$ cat src/rtl/nn_param_loader.sv
`default_nettype none
// ============================================================================
// Module   : nn_param_loader
// Brief    : Assembles a word-serial weight/bias stream in a staging register
//            and commits the complete parameter set atomically to the decoder.
// Revision : 1.0
// ============================================================================
module nn_param_loader #(
    parameter int N_INPUTS    = 4,
    parameter int N_LAYER_1   = 2,
    parameter int N_LAYER_2   = 2,
    parameter int WEIGHT_BITS = 3,
    localparam int N_W = N_INPUTS*N_LAYER_1 + N_LAYER_1*N_LAYER_2 + N_LAYER_2*2,
    localparam int N_B = N_LAYER_1 + N_LAYER_2 + 2
) (
    input  logic                       clk,
    input  logic                       reset,
    input  logic                       start,
    input  logic                       s_valid,
    output logic                       s_ready,
    input  logic [WEIGHT_BITS-1:0]     s_data,
    input  logic                       s_last,
    output logic [N_W*WEIGHT_BITS-1:0] weights,
    output logic [N_B*WEIGHT_BITS-1:0] bias,
    output logic                       params_valid,
    output logic                       params_update,
    output logic                       busy,
    output logic                       error
);

    localparam int N_MAX = (N_W > N_B) ? N_W : N_B;
    localparam int CNT_W = (N_MAX > 1) ? $clog2(N_MAX) : 1;
    localparam logic [CNT_W-1:0] c_w_last = CNT_W'(N_W - 1);
    localparam logic [CNT_W-1:0] c_b_last = CNT_W'(N_B - 1);

    typedef enum logic [1:0] {
        ST_IDLE   = 2'd0,
        ST_LOAD_W = 2'd1,
        ST_LOAD_B = 2'd2
    } state_t;

    state_t                       r_state;
    state_t                       w_state_next;
    logic [CNT_W-1:0]             r_cnt;
    logic [CNT_W-1:0]             w_cnt_next;
    logic [N_W*WEIGHT_BITS-1:0]   r_stage_w;
    logic [N_B*WEIGHT_BITS-1:0]   r_stage_b;
    logic [N_B*WEIGHT_BITS-1:0]   w_bias_merged;
    logic [N_W*WEIGHT_BITS-1:0]   r_weights;
    logic [N_B*WEIGHT_BITS-1:0]   r_bias;
    logic                         r_params_valid;
    logic                         r_params_update;
    logic                         r_error;
    logic                         w_xfer;
    logic                         w_commit;
    logic                         w_frame_err;

    // A coincident start wins over the word on the bus, so the word is refused.
    assign s_ready = (r_state != ST_IDLE) && !start;
    assign w_xfer  = s_valid && s_ready;

    assign weights       = r_weights;
    assign bias          = r_bias;
    assign params_valid  = r_params_valid;
    assign params_update = r_params_update;
    assign busy          = (r_state != ST_IDLE);
    assign error         = r_error;

    always_ff @(posedge clk) begin
        if (reset) begin
            r_state <= ST_IDLE;
            r_cnt   <= '0;
        end else begin
            r_state <= w_state_next;
            r_cnt   <= w_cnt_next;
        end
    end

    always_comb begin
        w_state_next = r_state;
        w_cnt_next   = r_cnt;
        w_commit     = 1'b0;
        w_frame_err  = 1'b0;
        if (start) begin
            w_state_next = ST_LOAD_W;
            w_cnt_next   = '0;
        end else begin
            case (r_state)
                ST_LOAD_W: begin
                    if (w_xfer) begin
                        if (s_last) begin
                            w_frame_err  = 1'b1;
                            w_state_next = ST_IDLE;
                            w_cnt_next   = '0;
                        end else if (r_cnt == c_w_last) begin
                            w_state_next = ST_LOAD_B;
                            w_cnt_next   = '0;
                        end else begin
                            w_cnt_next = r_cnt + 1'b1;
                        end
                    end
                end
                ST_LOAD_B: begin
                    if (w_xfer) begin
                        if (r_cnt == c_b_last) begin
                            w_commit     = s_last;
                            w_frame_err  = !s_last;
                            w_state_next = ST_IDLE;
                            w_cnt_next   = '0;
                        end else if (s_last) begin
                            w_frame_err  = 1'b1;
                            w_state_next = ST_IDLE;
                            w_cnt_next   = '0;
                        end else begin
                            w_cnt_next = r_cnt + 1'b1;
                        end
                    end
                end
                default: begin
                    w_state_next = ST_IDLE;
                    w_cnt_next   = '0;
                end
            endcase
        end
    end

    // Bias staging with the word on the bus folded in, so the final bias word
    // reaches the committed outputs on the same edge it is accepted.
    always_comb begin
        w_bias_merged = r_stage_b;
        for (int j = 0; j < N_B; j++) begin
            if (r_cnt == CNT_W'(j)) begin
                w_bias_merged[j*WEIGHT_BITS +: WEIGHT_BITS] = s_data;
            end
        end
    end

    always_ff @(posedge clk) begin
        if (reset) begin
            r_stage_w <= '0;
            r_stage_b <= '0;
        end else if (w_xfer) begin
            if (r_state == ST_LOAD_W) begin
                for (int k = 0; k < N_W; k++) begin
                    if (r_cnt == CNT_W'(k)) begin
                        r_stage_w[k*WEIGHT_BITS +: WEIGHT_BITS] <= s_data;
                    end
                end
            end else if (r_state == ST_LOAD_B) begin
                r_stage_b <= w_bias_merged;
            end
        end
    end

    always_ff @(posedge clk) begin
        if (reset) begin
            r_weights       <= '0;
            r_bias          <= '0;
            r_params_valid  <= 1'b0;
            r_params_update <= 1'b0;
            r_error         <= 1'b0;
        end else begin
            r_params_update <= w_commit;
            if (w_commit) begin
                r_weights      <= r_stage_w;
                r_bias         <= w_bias_merged;
                r_params_valid <= 1'b1;
            end
            if (start) begin
                r_error <= 1'b0;
            end else if (w_frame_err) begin
                r_error <= 1'b1;
            end
        end
    end

endmodule
`default_nettype wire
$ cat config.mk
export PLATFORM = sky130hd
export DESIGN_NAME = nn_param_loader
export DESIGN_NICKNAME = d
export VERILOG_FILES = /design/src/rtl/nn_param_loader.sv
export SDC_FILE = /design/constraint.sdc
export NUM_CORES = 1
export LEC_CHECK = 0
export BUFFER_PORTS_ARGS = -buffer_cell sky130_fd_sc_hd__buf_2
export CELL_PAD_IN_SITES_DETAIL_PLACEMENT = 0
export CELL_PAD_IN_SITES_GLOBAL_PLACEMENT = 1
export CORE_MARGIN = 5
export CORE_UTILIZATION = 46
export DETAILED_ROUTE_END_ITERATION = 10
export GPL_ROUTABILITY_DRIVEN = 1
export MAX_ROUTING_LAYER = met4
export PLACE_DENSITY = 0.83
export SLEW_MARGIN = 20
export SYNTH_ARGS = -nofsm -noshare
export SYNTH_HDL_FRONTEND = slang
export SYNTH_SLANG_ARGS = --single-unit
$ cat constraint.sdc
create_clock -name clk -period 4 [get_ports clk]
set_input_delay 0.6 -clock clk [delete_from_list [all_inputs] [get_ports clk]]
set_output_delay 0.6 -clock clk [all_outputs]
set_load 0.02 [all_outputs]
==> results of run 1 <==
power by group through the flow:
stage	registers, mW	logic (mW)	clock network (mW)
3_3_place_gp	1.44	0.0683	0
4_1_cts	1.41	0.0692	1.70
5_1_grt	1.41	0.0756	1.76
2_1_floorplan	1.44	0.0493	0
3_5_place_dp	1.44	0.0689	0
6_report	1.41	0.0694	1.67
registers in the layout, indices dropped and copies added, names as in the netlist:
signal         flops
params_update      1
error              1
r_cnt              4
params_valid       1
weights           48
r_state            2
r_stage_w         48
r_stage_b         18
bias              18
worst register-to-register path, delay by kind of cell, from the launching register on:
kind	cells	cell delay [ps]
AOI/OAI and AO/OA	1	90
DFF	1	730
adders and majority gates	1	200
buffers and inverters	1	220
and+or+nand+nor	3	1480
cells by family (layout without fill, tap and decap cells):
logic type / after synthesis / count (layout) / share of synthesized area [%]
AND/OR/NAND/NOR: 266 / 266 / 21.56
flip-flops: 141 / 141 / 50.62
AO/OA/AOI/OAI: 91 / 91 / 9.446
multiplexers: 67 / 67 / 12.05
buffers and inverters: 57 / 121 / 4.308
adder cells (fa/ha/maj): 9 / 9 / 2.019
cell usage in the layout, fill, tap and decap left out, types with 2 or more instances in the layout:
cell type,instances
clkinvlp_4,4
o21ai_0,2
mux2i_1,66
clkbuf_16,17
a21oi_1,64
nand3b_1,2
nor3b_2,9
nand4_1,4
buf_4,3
a311oi_1,6
nor2_1,81
bufinv_16,4
a211oi_1,12
nor3_1,4
ha_1,9
nand2_1,125
buf_2,77
nor2b_1,4
nand4bb_1,2
inv_1,8
a31oi_1,3
clkinv_4,3
nand3_1,22
dfxtp_1,141
cell type report:
cell class                      count  area share, %
Clock inverter                     13          2.867
Timing Repair Buffer               81          6.452
Tap cell                          147          2.773
Clock buffer                       19          6.678
Sequential cell                   141          42.56
Inverter                            8         0.4527
Multi-Input combinational cell    433          38.22
worst max path at each step:
stage          startpoint           to  depth (start not counted)
2_1_floorplan    r_cnt[1]   weights[0]                         10
3_3_place_gp     r_cnt[2]  weights[32]                          6
3_5_place_dp     r_cnt[2]   weights[3]                          6
4_1_cts          r_cnt[2]   weights[3]                          6
5_1_grt          r_cnt[2]  weights[28]                          6
6_report         r_cnt[2]   weights[3]                          6
stage by stage:
| stage | cells | utilization, % | setup WS, ps | cell area (um^2) | total power [mW] |
|---|---|---|---|---|---|
| detailed placement | 810 | 50.16 | 1146 | 6000 | 1.506 |
| CTS | 842 | 55.45 | 1140 | 6633 | 3.174 |
| global placement | 810 | 50.16 | 1268 | 6000 | 1.505 |
| floorplan | 631 | - | 1941 | 5577 | 1.486 |
| finish | 842 | 55.45 | 1132 | 6633 | 3.141 |
| global route | 842 | 55.45 | 821.9 | 6633 | 3.238 |
metal layers:
metal	vias to the layer above	part of all wire (%)	routed length, um
met5	-	0	0
met4	0	1.3	163
met3	12	5.4	684
met2	98	48	6018
met1	2050	45	5703
li1	2233	-	-
==> impl_metrics.env, run 1 <==
export IMPL_ys_seq_area_share_pct=50.62
export IMPL_slowest_delay_ps=760
export IMPL_critPathArrivalTime_ps=3130
export IMPL_yosys_top_cells_area="dfxtp_1, mux2i_1, nand2_1"
export IMPL_syn_inst=631
export IMPL_grt_busiest_layer="met2"
export IMPL_drc=0
export IMPL_rrSetupSlack_ps=1130
export IMPL_synth_commonest_cells="dfxtp_1, nand2_1, nor2_1"
export IMPL_crit_path_start_kind="register"
export IMPL_hold_viol=0
export IMPL_antenna_found_initial=0
export IMPL_combPwrFrac_pct=2.2
export IMPL_cts_resized=0
export IMPL_rsz0062_at_grt="no"
export IMPL_async_flop_share_pct=0
export IMPL_synth_nets=648
export IMPL_drtPass1Iterations=5
export IMPL_drt_total_wl_um=12570
export IMPL_critPathMaxFanout=49
export IMPL_grt_first_pass_wirelength_um=21160
export IMPL_switching_power_mw=0.6580
export IMPL_worstHoldStart="weights[10]"
export IMPL_path_cells="nand3b_1 -> inv_1 -> ha_1 -> nand3_2 -> nand2_1 -> a21oi_1"
export IMPL_numCtsBuffers=17
export IMPL_cpMaxStageDelayCell="nand3_2"
export IMPL_yosys_warnings=0
export IMPL_clock_sinks=141
export IMPL_clkPwrFrac_pct=53.0
export IMPL_cts_clk_slew_worst_paths_ps=60
export IMPL_fin_nets=699
export IMPL_multiInputGateArea_mm2=0.002535
export IMPL_timing_hold_ws_ps=451.3
export IMPL_ioPinCount=79
export IMPL_first_global_vias=4238
export IMPL_crit_reg2reg_launch="r_cnt[2]"
export IMPL_endpoint_kind="register"
export IMPL_p_per_area_mw_per_mm2=473.5
export IMPL_netlist_area_mm2=0.005577
export IMPL_num_vias=4393
export IMPL_crit_type="reg2reg"
export IMPL_grt_overflow=0
export IMPL_cellInternalPower_mw=2.483
export IMPL_antenna_left=0
export IMPL_fin_crit_sh_pct=71.70
export IMPL_cts_root_buffer="clkbuf_16"
export IMPL_dieArea_mm2=0.01443
export IMPL_worstReg2RegEnd="weights[3]"
export IMPL_leakage_nw=2.683
export IMPL_setup_viol=0
export IMPL_critical_path_top_delay_family="simple AND/OR/NAND/NOR gates"
export IMPL_grt_total_usage_pct=18.73
export IMPL_cts_setup_buffers=0
export IMPL_dp_hpwl_um=8099
export IMPL_wl_per_cell_um=14.93
export IMPL_cp_required_ps=4260
export IMPL_whs_endpoint="weights[10]"
export IMPL_synth_main_ff_cell="dfxtp_1"
export IMPL_initial_core_util_pct=46.62
export IMPL_dieWidth_um=120.1
export IMPL_hold_buffers=0
export IMPL_crit_buf_inv=1
export IMPL_synth_edf_count=0
export IMPL_slew_limit_headroom_pct=32.08
export IMPL_place_gp_congestion=0.7734
export IMPL_clk_latency_ps=420
export IMPL_syn2layout_area_growth_pct=18.94
export IMPL_antennaDiodeCount=0
export IMPL_worstMarginPinSlew_ps=1019
export IMPL_period_needed_ps=2868
export IMPL_yosysTopAreaCell="dfxtp_1"
export IMPL_synth_avg_cell_area_um2=8.838
export IMPL_cts_tree="done"
export IMPL_rows=40
export IMPL_slew_viol_final=0
export IMPL_yosys_area_top_type_share_pct=50.62
export IMPL_met3_usage_pct=5.231
export IMPL_setup_tns_final_ps=0
export IMPL_drt_vias_per_instance=5.217
export IMPL_drive_above_1_share_pct=18.42
export IMPL_htreeDepth=4
export IMPL_ys_ff_latch=141
export IMPL_hold_depth=2
export IMPL_status="finished, final reports clean"
export IMPL_drt_initial_drc_count=327
export IMPL_die_y_um=120.1
export IMPL_cts_buffer_depth=2
export IMPL_seq_power_share_pct=44.8
export IMPL_yosysMostFrequentCell="dfxtp_1"
export IMPL_hp_class="reg2reg"
export IMPL_grt_use_met1_pct=22.77
export IMPL_synth_cell_type_count=39
export IMPL_vdd_drop_max_mv=0.2224
export IMPL_max_freq_mhz=348.7
export IMPL_coreArea_mm2=0.01196
export IMPL_grt_start_max_net_pins=101
export IMPL_grt_met2_usage_pct=30.14
export IMPL_io_buffers=78
export IMPL_clock_skew_final_ps=6.667
export IMPL_maxCapViolCount=0
export IMPL_reg2reg_depth=6
export IMPL_fill_cells=1068
export IMPL_switching_share_pct=20.95
export IMPL_seq_area_mm2=0.002823
Power figures use the tool's default switching activity.
==> run 2, diff against run 1 <==
CORE_UTILIZATION = 39   (was 46)
PLACE_DENSITY = 0.75   (was 0.83)
clock period = 2.5 ns   (was 4 ns; I/O delays follow)
==> run 2 against run 1 <==
Effect of this change:
- clock skew shrank 0.55 ps
- sequential share of layout area shrank 0.97 points
- via count grew 1.2%
- total power grew 59%
- critical endpoint is now r_cnt[3]
- die area grew 16%
==> impl_metrics.env, run 2 (same netlist as run 1, synthesis figures left out) <==
export IMPL_drive_above_1_share_pct=20.06
export IMPL_clock_sinks=141
export IMPL_place_gp_congestion=0.8845
export IMPL_clkPwrFrac_pct=52.5
export IMPL_cts_clk_slew_worst_paths_ps=60
export IMPL_critPathArrivalTime_ps=2620
export IMPL_clock_skew_final_ps=6.112
export IMPL_drt_initial_drc_count=307
export IMPL_io_buffers=78
export IMPL_vdd_drop_max_mv=0.4136
export IMPL_coreArea_mm2=0.01393
export IMPL_slew_limit_headroom_pct=56.38
export IMPL_slowest_delay_ps=510
export IMPL_dp_cells=857
export IMPL_path_cells="inv_1 -> ha_1 -> and4b_1 -> or4_4 -> or4_1 -> a31oi_1"
export IMPL_seq_power_share_pct=45.1
export IMPL_cts_setup_buffers=0
export IMPL_clk_latency_ps=410
export IMPL_num_vias=4444
export IMPL_crit_path_start_kind="register"
export IMPL_switching_power_mw=1.013
export IMPL_grt_total_usage_pct=16.24
export IMPL_grt_first_pass_wirelength_um=21130
export IMPL_grt_overflow=0
export IMPL_fin_nets=713
export IMPL_htreeDepth=4
export IMPL_crit_type="reg2reg"
export IMPL_period_needed_ps=2272
export IMPL_ioPinCount=79
export IMPL_finalNonFillerCells=889
export IMPL_dp_hpwl_um=8508
export IMPL_rsz0062_at_grt="no"
export IMPL_rows=43
export IMPL_grt_start_max_net_pins=100
export IMPL_setup_viol=0
export IMPL_numCtsBuffers=17
export IMPL_fin_crit_sh_pct=90.88
export IMPL_cts_root_buffer="clkbuf_16"
export IMPL_layout_common_cells="dfxtp_1, nand2_1, nor2_1"
export IMPL_p_per_area_mw_per_mm2=735.0
export IMPL_hp_class="in2reg"
export IMPL_dieWidth_um=129.6
export IMPL_maxCapViolCount=0
export IMPL_die_y_um=129.6
export IMPL_drc=0
export IMPL_antenna_found_initial=1
export IMPL_cp_required_ps=2850
export IMPL_syn2layout_area_growth_pct=21.72
export IMPL_final_common_cell="dfxtp_1"
export IMPL_cts_tree="done"
export IMPL_dieArea_mm2=0.01679
export IMPL_drtPass1Iterations=5
export IMPL_combPwrFrac_pct=2.4
export IMPL_drt_vias_per_instance=4.999
export IMPL_cts_resized=0
export IMPL_cellInternalPower_mw=3.976
export IMPL_max_freq_mhz=440.2
export IMPL_hold_viol=0
export IMPL_cpMaxStageDelayCell="or4_1"
export IMPL_cts_buffer_depth=2
export IMPL_endpoint_kind="register"
export IMPL_hold_buffers=0
export IMPL_initial_core_util_pct=40.02
export IMPL_first_global_vias=4357
export IMPL_drt_total_wl_um=12800
export IMPL_slew_viol_final=0
export IMPL_status="finished, final reports clean"
export IMPL_critPathMaxFanout=10
export IMPL_switching_share_pct=20.30
export IMPL_antenna_left=0
export IMPL_setup_tns_final_ps=0
export IMPL_worstMarginPinSlew_ps=654.4
export IMPL_wl_per_cell_um=14.39
export IMPL_leakage_nw=2.767
-- run 2: cell types whose count changed in the layout (fill, tap and decap cells not counted), moves of 2 or more --
cell / previous run / this run
buf_4: 3 / 16
clkinvlp_4: 4 / 2
clkbuf_8: 1 / 5
clkinv_4: 3 / 1
-- run 2: final cells by class --
class / instances / area (um^2)
fillers: 1318 / 7147
flip-flops and latches: 141 / 2823
multi-input cells: 433 / 2535
repair buffers: 95 / 545.5
clock buffers: 22 / 494.2
well taps: 180 / 225.2
clock inverters: 9 / 132.6
inverters: 8 / 30.03
diodes: 1 / 2.502
-- run 2: final timing paths --
kind               startpoint     endpoint  slack (ps)  cells after the start
hold / removal          reset  weights[35]         250                      2
setup / recovery   r_state[0]     r_cnt[3]         230                      6
setup reg to reg   r_state[0]     r_cnt[3]         230                      6
hold reg to reg   weights[13]  weights[13]         450                      2
-- run 2: per-layer routing --
| metal | vias up | share of wire (%) | global-route usage (%) |
|---|---|---|---|
| li1 | 2262 | - | - |
| met1 | 2074 | 47 | 19.78 |
| met2 | 89 | 47 | 25.84 |
| met3 | 19 | 4.7 | 3.957 |
| met4 | 0 | 1.5 | 6.663 |
| met5 | - | 0 | - |
-- run 2: critical path: cells and delay by family, from the launching register on --
kind                       cells  cell delay [ps]
buffers and inverters          1               90
adders and majority gates      1              350
AOI/OAI and AO/OA              1              160
and+or+nand+nor                3             1280
DFF                            1              320
-- run 2: per-stage QoR --
stage          hold slack [ps]  util [%]  total power [mW]  cell area (um^2)  worst slack, ps
2_1_floorplan            431.2         -             2.378              5577            441.2
3_3_place_gp             441.9     44.20             2.416              6158            330.2
3_5_place_dp             443.5     44.20             2.418              6158            253.8
4_1_cts                  240.9     48.69             5.061              6785            245.3
5_1_grt                  268.1     48.71             5.161              6788            87.36
6_report                 254.9     48.71             4.989              6788            228.1
-- run 2: power by group through the flow --
stage	clock (mW)	sequential, mW	combinational (mW)
2_1_floorplan	0	2.30	0.0788
3_3_place_gp	0	2.30	0.117
3_5_place_dp	0	2.30	0.118
4_1_cts	2.69	2.25	0.118
5_1_grt	2.78	2.25	0.130
6_report	2.62	2.25	0.118
